`src/rtl/gpu_defs.sv`:
```
// Shared GPU front-end definitions: primitive group types, rasteriser
// primitive codes, vertex width, assembler states and decode opcodes.
package gpu_defs;

   localparam int VW = 64;

   typedef enum logic [3:0] {
      PT_POINTS     = 4'd0,
      PT_LINES      = 4'd1,
      PT_LINE_STRIP = 4'd2,
      PT_TRIANGLES  = 4'd3,
      PT_TRI_STRIP  = 4'd4,
      PT_TRI_FAN    = 4'd5
   } prim_type_e;

   typedef enum logic [1:0] {
      PRIM_POINT    = 2'd0,
      PRIM_LINE     = 2'd1,
      PRIM_TRIANGLE = 2'd2
   } prim_out_e;

   typedef enum logic [1:0] {
      ST_IDLE     = 2'd0,
      ST_ASSEMBLE = 2'd1,
      ST_DRAIN    = 2'd2
   } asm_state_e;

   localparam logic [7:0] OP_NOP    = 8'h00;
   localparam logic [7:0] OP_START  = 8'h01;
   localparam logic [7:0] OP_VERTEX = 8'h02;
   localparam logic [7:0] OP_END    = 8'h03;
   localparam logic [7:0] OP_DRAW   = 8'h04;

   function automatic logic type_is_valid(input logic [3:0] t);
      return (t <= 4'd5);
   endfunction

endpackage

```
`src/rtl/prim_fifo.sv`:
```
// Primitive queue with a registered head: out_data always holds the oldest
// entry (zero when empty), so consumers see register-driven outputs.
module prim_fifo #(
   parameter int WIDTH = 8,
   parameter int DEPTH = 4
) (
   input  logic                   CLK,
   input  logic                   RESET,
   input  logic                   push,
   input  logic [WIDTH-1:0]       push_data,
   input  logic                   pop,
   output logic                   full,
   output logic                   empty,
   output logic [$clog2(DEPTH):0] count,
   output logic [WIDTH-1:0]       out_data
);
   localparam int AW = $clog2(DEPTH);

   logic [WIDTH-1:0] mem_r [DEPTH];
   logic [AW-1:0]    wr_ptr_r, rd_ptr_r, rd_ptr_nxt_s;
   logic [AW:0]      cnt_r, cnt_nxt_s;
   logic [WIDTH-1:0] head_r, head_nxt_s;
   logic             push_s, pop_s;

   assign full     = (cnt_r == (AW+1)'(DEPTH));
   assign empty    = (cnt_r == '0);
   assign count    = cnt_r;
   assign out_data = head_r;
   assign push_s   = push && !full;
   assign pop_s    = pop && !empty;

   // Next occupancy, read pointer and head value after this cycle's push/pop.
   always_comb begin
      cnt_nxt_s    = cnt_r + (AW+1)'(push_s) - (AW+1)'(pop_s);
      rd_ptr_nxt_s = rd_ptr_r + AW'(pop_s);
      if (cnt_nxt_s == '0) begin
         head_nxt_s = '0;
      end else if (cnt_r == (AW+1)'(pop_s)) begin
         head_nxt_s = push_data;
      end else begin
         head_nxt_s = mem_r[rd_ptr_nxt_s];
      end
   end

   // Storage, pointers and head register.
   always_ff @(posedge CLK or posedge RESET) begin
      if (RESET) begin
         for (int i = 0; i < DEPTH; i++) mem_r[i] <= '0;
         wr_ptr_r <= '0;
         rd_ptr_r <= '0;
         cnt_r    <= '0;
         head_r   <= '0;
      end else begin
         if (push_s) begin
            mem_r[wr_ptr_r] <= push_data;
            wr_ptr_r        <= wr_ptr_r + AW'(1);
         end else begin
            wr_ptr_r <= wr_ptr_r;
         end
         rd_ptr_r <= rd_ptr_nxt_s;
         cnt_r    <= cnt_nxt_s;
         head_r   <= head_nxt_s;
      end
   end

endmodule

```
`src/rtl/primitive_assembler.sv`:
```
// Primitive assembler: groups decoded vertices into points, lines and
// triangles (including strips and fans) and queues them for the rasteriser.
module primitive_assembler #(
   parameter int DEPTH = 4,
   parameter int VW    = gpu_defs::VW
) (
   input  logic          CLK,
   input  logic          RESET,
   input  logic          NewVertex,
   input  logic [VW-1:0] Vertex,
   input  logic          StartPrimitive,
   input  logic [3:0]    PrimitiveType,
   input  logic          EndPrimitive,
   input  logic          Draw,
   output logic          Stall,
   output logic          Prim_Valid,
   input  logic          Prim_Ready,
   output logic [1:0]    Prim_Type,
   output logic [VW-1:0] Prim_V0,
   output logic [VW-1:0] Prim_V1,
   output logic [VW-1:0] Prim_V2,
   output logic          Draw_Done,
   output logic          Error
);
   import gpu_defs::*;

   localparam int EW = 2 + 3*VW;
   localparam int CW = $clog2(DEPTH) + 1;

   asm_state_e    state_r, state_nxt_s;
   logic [3:0]    type_r, type_nxt_s;
   logic [1:0]    cnt_r, cnt_nxt_s, cnt_inc_s;
   logic          par_r, par_nxt_s;
   logic          type_bad_r, type_bad_nxt_s;
   logic          error_r, error_nxt_s;
   logic          done_r, done_nxt_s;
   logic [VW-1:0] hist_b_r, hist_b_nxt_s;
   logic [VW-1:0] hist_c_r, hist_c_nxt_s;
   logic [VW-1:0] pivot_r, pivot_nxt_s;
   logic          push_s;
   logic [1:0]    ptype_s;
   logic [VW-1:0] pv0_s, pv1_s, pv2_s;
   logic          fifo_full_s, fifo_empty_s;
   logic [CW-1:0] fifo_count_s;
   logic [EW-1:0] fifo_out_s;

   assign Stall      = fifo_full_s || (state_r == ST_DRAIN);
   assign Prim_Valid = !fifo_empty_s;
   assign {Prim_Type, Prim_V0, Prim_V1, Prim_V2} = fifo_out_s;
   assign Draw_Done  = done_r;
   assign Error      = error_r;
   assign cnt_inc_s  = (cnt_r == 2'd3) ? 2'd3 : cnt_r + 2'd1;

   // Next-state, vertex history and primitive emission; only unstalled cycles count.
   always_comb begin
      state_nxt_s    = state_r;
      type_nxt_s     = type_r;
      cnt_nxt_s      = cnt_r;
      par_nxt_s      = par_r;
      type_bad_nxt_s = type_bad_r;
      error_nxt_s    = error_r;
      done_nxt_s     = 1'b0;
      hist_b_nxt_s   = hist_b_r;
      hist_c_nxt_s   = hist_c_r;
      pivot_nxt_s    = pivot_r;
      push_s         = 1'b0;
      ptype_s        = PRIM_POINT;
      pv0_s          = '0;
      pv1_s          = '0;
      pv2_s          = '0;
      if (state_r == ST_DRAIN) begin
         if ((fifo_count_s == '0) && !Prim_Valid) begin
            done_nxt_s  = 1'b1;
            state_nxt_s = ST_IDLE;
         end else begin
            done_nxt_s  = 1'b0;
         end
      end else if (Stall) begin
         done_nxt_s = 1'b0;
      end else if (Draw) begin
         state_nxt_s = ST_DRAIN;
         cnt_nxt_s   = 2'd0;
         par_nxt_s   = 1'b0;
      end else if (EndPrimitive) begin
         if (state_r == ST_IDLE) begin
            error_nxt_s = 1'b1;
         end else begin
            state_nxt_s = ST_IDLE;
            cnt_nxt_s   = 2'd0;
         end
      end else if (StartPrimitive) begin
         state_nxt_s    = ST_ASSEMBLE;
         type_nxt_s     = PrimitiveType;
         cnt_nxt_s      = 2'd0;
         par_nxt_s      = 1'b0;
         type_bad_nxt_s = !type_is_valid(PrimitiveType);
         error_nxt_s    = error_r || (state_r == ST_ASSEMBLE) || !type_is_valid(PrimitiveType);
      end else if (NewVertex) begin
         if (state_r != ST_ASSEMBLE) begin
            error_nxt_s = 1'b1;
         end else if (type_bad_r) begin
            cnt_nxt_s = cnt_r;
         end else begin
            hist_b_nxt_s = hist_c_r;
            hist_c_nxt_s = Vertex;
            cnt_nxt_s    = cnt_inc_s;
            case (type_r)
               PT_POINTS: begin
                  push_s = 1'b1;
                  pv0_s  = Vertex;
               end
               PT_LINES: begin
                  if (cnt_r == 2'd1) begin
                     push_s    = 1'b1;
                     ptype_s   = PRIM_LINE;
                     pv0_s     = hist_c_r;
                     pv1_s     = Vertex;
                     cnt_nxt_s = 2'd0;
                  end else begin
                     push_s = 1'b0;
                  end
               end
               PT_LINE_STRIP: begin
                  if (cnt_r != 2'd0) begin
                     push_s  = 1'b1;
                     ptype_s = PRIM_LINE;
                     pv0_s   = hist_c_r;
                     pv1_s   = Vertex;
                  end else begin
                     push_s = 1'b0;
                  end
               end
               PT_TRIANGLES: begin
                  if (cnt_r == 2'd2) begin
                     push_s    = 1'b1;
                     ptype_s   = PRIM_TRIANGLE;
                     pv0_s     = hist_b_r;
                     pv1_s     = hist_c_r;
                     pv2_s     = Vertex;
                     cnt_nxt_s = 2'd0;
                  end else begin
                     push_s = 1'b0;
                  end
               end
               PT_TRI_STRIP: begin
                  // Odd triangles swap the first two vertices to keep a consistent winding.
                  if (cnt_r >= 2'd2) begin
                     push_s    = 1'b1;
                     ptype_s   = PRIM_TRIANGLE;
                     pv0_s     = par_r ? hist_c_r : hist_b_r;
                     pv1_s     = par_r ? hist_b_r : hist_c_r;
                     pv2_s     = Vertex;
                     par_nxt_s = !par_r;
                  end else begin
                     push_s = 1'b0;
                  end
               end
               PT_TRI_FAN: begin
                  pivot_nxt_s = (cnt_r == 2'd0) ? Vertex : pivot_r;
                  if (cnt_r >= 2'd2) begin
                     push_s  = 1'b1;
                     ptype_s = PRIM_TRIANGLE;
                     pv0_s   = pivot_r;
                     pv1_s   = hist_c_r;
                     pv2_s   = Vertex;
                  end else begin
                     push_s = 1'b0;
                  end
               end
               default: push_s = 1'b0;
            endcase
         end
      end else begin
         done_nxt_s = 1'b0;
      end
   end

   // Assembler state registers.
   always_ff @(posedge CLK or posedge RESET) begin
      if (RESET) begin
         state_r    <= ST_IDLE;
         type_r     <= 4'd0;
         cnt_r      <= 2'd0;
         par_r      <= 1'b0;
         type_bad_r <= 1'b0;
         error_r    <= 1'b0;
         done_r     <= 1'b0;
         hist_b_r   <= '0;
         hist_c_r   <= '0;
         pivot_r    <= '0;
      end else begin
         state_r    <= state_nxt_s;
         type_r     <= type_nxt_s;
         cnt_r      <= cnt_nxt_s;
         par_r      <= par_nxt_s;
         type_bad_r <= type_bad_nxt_s;
         error_r    <= error_nxt_s;
         done_r     <= done_nxt_s;
         hist_b_r   <= hist_b_nxt_s;
         hist_c_r   <= hist_c_nxt_s;
         pivot_r    <= pivot_nxt_s;
      end
   end

   prim_fifo #(
      .WIDTH (EW),
      .DEPTH (DEPTH)
   ) u_fifo (
      .CLK       (CLK),
      .RESET     (RESET),
      .push      (push_s),
      .push_data ({ptype_s, pv0_s, pv1_s, pv2_s}),
      .pop       (Prim_Valid && Prim_Ready),
      .full      (fifo_full_s),
      .empty     (fifo_empty_s),
      .count     (fifo_count_s),
      .out_data  (fifo_out_s)
   );

endmodule

```
`config.mk`:
```
export PLATFORM = sky130hd
export DESIGN_NAME = primitive_assembler
export DESIGN_NICKNAME = d
export VERILOG_FILES = /design/src/rtl/gpu_defs.sv /design/src/rtl/prim_fifo.sv /design/src/rtl/primitive_assembler.sv
export SDC_FILE = /design/constraint.sdc
export NUM_CORES = 2
export LEC_CHECK = 0
export CAP_MARGIN = 20
export CORE_MARGIN = 10
export CORE_UTILIZATION = 45
export DETAILED_ROUTE_END_ITERATION = 8
export PLACE_DENSITY = 0.68
export RECOVER_POWER = 25
export SYNTH_ARGS = -nofsm -noshare
export SYNTH_HDL_FRONTEND = slang
export SYNTH_SLANG_ARGS = --single-unit
```
`constraint.sdc`:
```
create_clock -name CLK -period 78.6 [get_ports CLK]
set_input_delay 15.72 -clock CLK [delete_from_list [all_inputs] [get_ports CLK]]
set_output_delay 15.72 -clock CLK [all_outputs]
set_load 0.005 [all_outputs]
```
==> impl_metrics.env <==
export IMPL_final_setup_tns_ps=0
export IMPL_io_pins=273
export IMPL_cts_sinks=1181
export IMPL_synth_top_area_share_pct=57.8
export IMPL_ff2ff_path_depth=15
export IMPL_cp_required_ps=76930
export IMPL_drive_gt1_share_pct=21.7
export IMPL_ys_top_cells_by_area="dfrtp_1, mux2_2, mux4_2"
export IMPL_totalWireLength_mm=155
export IMPL_antenna_found_initial=6
export IMPL_grt_pass1_wl_mm=235
export IMPL_clock_fmax_ghz=0.0353
export IMPL_timing_final_crit_share_pct=36.1
export IMPL_vias=35517
export IMPL_holdCritPathClass="reg -> reg"
export IMPL_cts_setup_buffers=0
export IMPL_hold_buffers=0
export IMPL_dieWidth_um=357
export IMPL_status="complete, but fails checks"
export IMPL_clk_latency_ps=710
export IMPL_max_cap_viol_count=7
export IMPL_yosys_warnings=0
export IMPL_slew_violations=603
export IMPL_ir_drop_mv=0.0374
export IMPL_fin_skew_ps=19.4
export IMPL_worstPathArrival_ps=26680
export IMPL_syn_avg_cell_area_sq_um=13.4
export IMPL_cpPeakStageDelay_ps=7100
export IMPL_cp_max_fo=190
export IMPL_ys_flop_type="dfrtp_1"
export IMPL_cts_max_path_buffers=3
export IMPL_yosys_area_top_type="dfrtp_1"
export IMPL_async_flop_share_pct=100
export IMPL_grt_max_degree=191
export IMPL_syn_nets=3909
export IMPL_seq_area_sq_um=29600
export IMPL_die_area_sq_um=128000
export IMPL_crit_slowest_cell="clkbuf_1"
export IMPL_via_per_inst=6.43
export IMPL_timing_hold_ws_ps=464
export IMPL_area_delta_synth_final_pct=15.0
export IMPL_dieHeight_um=357
export IMPL_synth_edf_count=0
export IMPL_power_leakage_nw=26.9
export IMPL_yosysUniqueCellTypes=62
export IMPL_violations="capacitance limit, slew limit"
export IMPL_setup_violations=0
export IMPL_cts_clk_slew_worst_paths_ps=60
export IMPL_fillers=9493
export IMPL_grt_overflow_total=0
export IMPL_multiInputGateArea_sq_um=20300
export IMPL_nets=4010
export IMPL_report_final_hold_viol_count=0
export IMPL_drc=0
export IMPL_initial_utilization_pct=45.4
export IMPL_yosysMostFrequentCell="dfrtp_1"
export IMPL_row_count=123
export IMPL_cts_tree="done"
export IMPL_grt_pass1_vias=36438
export IMPL_path_class="in -> async"
export IMPL_ys_top_cells_by_count="dfrtp_1, o21ai_0, mux2_2"
export IMPL_worst_pin_slew_ps=9800
export IMPL_cts_root_buffer="clkbuf_16"
export IMPL_fin_crit_ps=28350
export IMPL_cp_cell_sequence="dlygate4sd3_1, clkinvlp_2, clkbuf_1"
export IMPL_hold_depth=1
export IMPL_seq_area_frac_synth_pct=57.8
export IMPL_rsz0062_at_grt="false"
export IMPL_htree_levels=3
export IMPL_synth_cells=3822
export IMPL_numCtsBuffers=118
export IMPL_place_hpwl_mm=86.1
export IMPL_first_iter_violations=3577
export IMPL_critPathCaptureType="asynchronous set/reset pin"
export IMPL_netlist_area_sq_um=51200
export IMPL_gp_congestion=0.780
export IMPL_ant_nets=0
export IMPL_setup_worst_path_start_class="input pin"
export IMPL_fin_ws_ps=50250
export IMPL_ys_ff_latch=1181
export IMPL_core_area_sq_um=113000
export IMPL_slew_headroom_pct=-553
export IMPL_grt_usage_pct=23.8
export IMPL_firstDrtPassIters=8
export IMPL_io_buffer_count=272
export IMPL_power_density_nw_per_um2=26.8
export IMPL_wire_per_inst_um=28.0
export IMPL_cts_resized_gates=0
export IMPL_dp_slack_ps=57210
export IMPL_fin_util_pct=52.2
## path summary, 6_finish.rpt
path / start / end / slack [ps]
worst max-delay path: RESET / u_fifo.mem_r[9] / 50250
worst min-delay path: Error / Error / 460
worst max register to register: cnt_r[1] / u_fifo.out_data[191] / 72460
worst min register to register: Error / Error / 460
max in group CLK: EndPrimitive / u_fifo.out_data[191] / 57420
min in group asynchronous: RESET / u_fifo.mem_r[182] / 17170
## final cells by class
type / count / share of cell area (%)
antenna: 4 / 0.0170
timing repair buffer: 331 / 5.46
multi-input combinational: 2277 / 34.4
sequential: 1181 / 50.2
inverter: 14 / 0.0914
tap: 1500 / 3.19
clock buffer: 175 / 5.93
clock inverter: 40 / 0.655
## cell families after synthesis
logic type                 share of synthesized area [%]
adders and majority gates                          0.308
DFF                                                 57.8
and+or+nand+nor                                     2.04
AOI/OAI and AO/OA                                   18.2
xor gates and xnor gates                          0.0807
buffers and inverters                               3.14
muxes                                               18.5
## critical path, delay by kind of cell
family                 cells  cell delay (ps)
buffers and inverters      3            10690
## per-layer routing
| metal | wire length (um) | vias to the layer above | GRT usage, % |
|---|---|---|---|
| met1 | 63300 | 18845 | 31.6 |
| met4 | 4940 | 0 | 8.35 |
| li1 | - | 14892 | - |
| met3 | 11500 | 274 | 4.22 |
| met2 | 75000 | 1506 | 39.2 |
| met5 | 0 | - | 0 |
## flip-flops by register name (all words and copies together) (netlist names), 2 cells and up
signal and flops:
u_fifo.rd_ptr_r 2, u_fifo.count 3, u_fifo.wr_ptr_r 2, hist_b_r 64
cnt_r 2, u_fifo.mem_r 776, state_r 2, pivot_r 64
type_r 4, hist_c_r 64, u_fifo.out_data 194
## cells in the final DEF, fill, tap and decap left out, drive strengths merged, types with 5 or more instances in the layout
master / netlist / routed
dfrtp: 1181 / 1181
o21ai: 582 / 582
mux2: 465 / 465
a22o: 253 / 253
o2bb2ai: 252 / 252
clkbuf: 230 / 181
dlygate4sd3: 0 / 159
nand2: 142 / 142
mux2i: 130 / 130
mux4: 130 / 130
clkdlybuf4s50: 0 / 113
o22ai: 66 / 66
a222oi: 63 / 63
a221o: 62 / 62
buf: 120 / 53
clkinv: 0 / 30
nand3: 18 / 18
inv: 14 / 16
nor2: 15 / 15
ha: 11 / 11
a21oi: 10 / 10
and2: 8 / 8
nor3: 8 / 8
a22oi: 6 / 6
bufinv: 0 / 6
nand2b: 6 / 6
a32o: 5 / 5
a31oi: 5 / 5
## power breakdown
group / total (mW) / switching [mW] / internal [mW]
Sequential: 0.628 / 0.0125 / 0.616
Combinational: 0.384 / 0.271 / 0.113
Clock: 0.566 / 0.241 / 0.325
Total: 1.58 / 0.524 / 1.05
## per-stage QoR
step	area, sq um	power, mW	instances
6_report	58900	1.58	5522
2_1_floorplan	51200	0.897	3822
3_3_place_gp	55000	1.02	5301
5_1_grt	58800	1.63	5521
3_5_place_dp	55000	1.02	5301
4_1_cts	58800	1.58	5516
No activity file was read; power rests on OpenSTA's default activity.
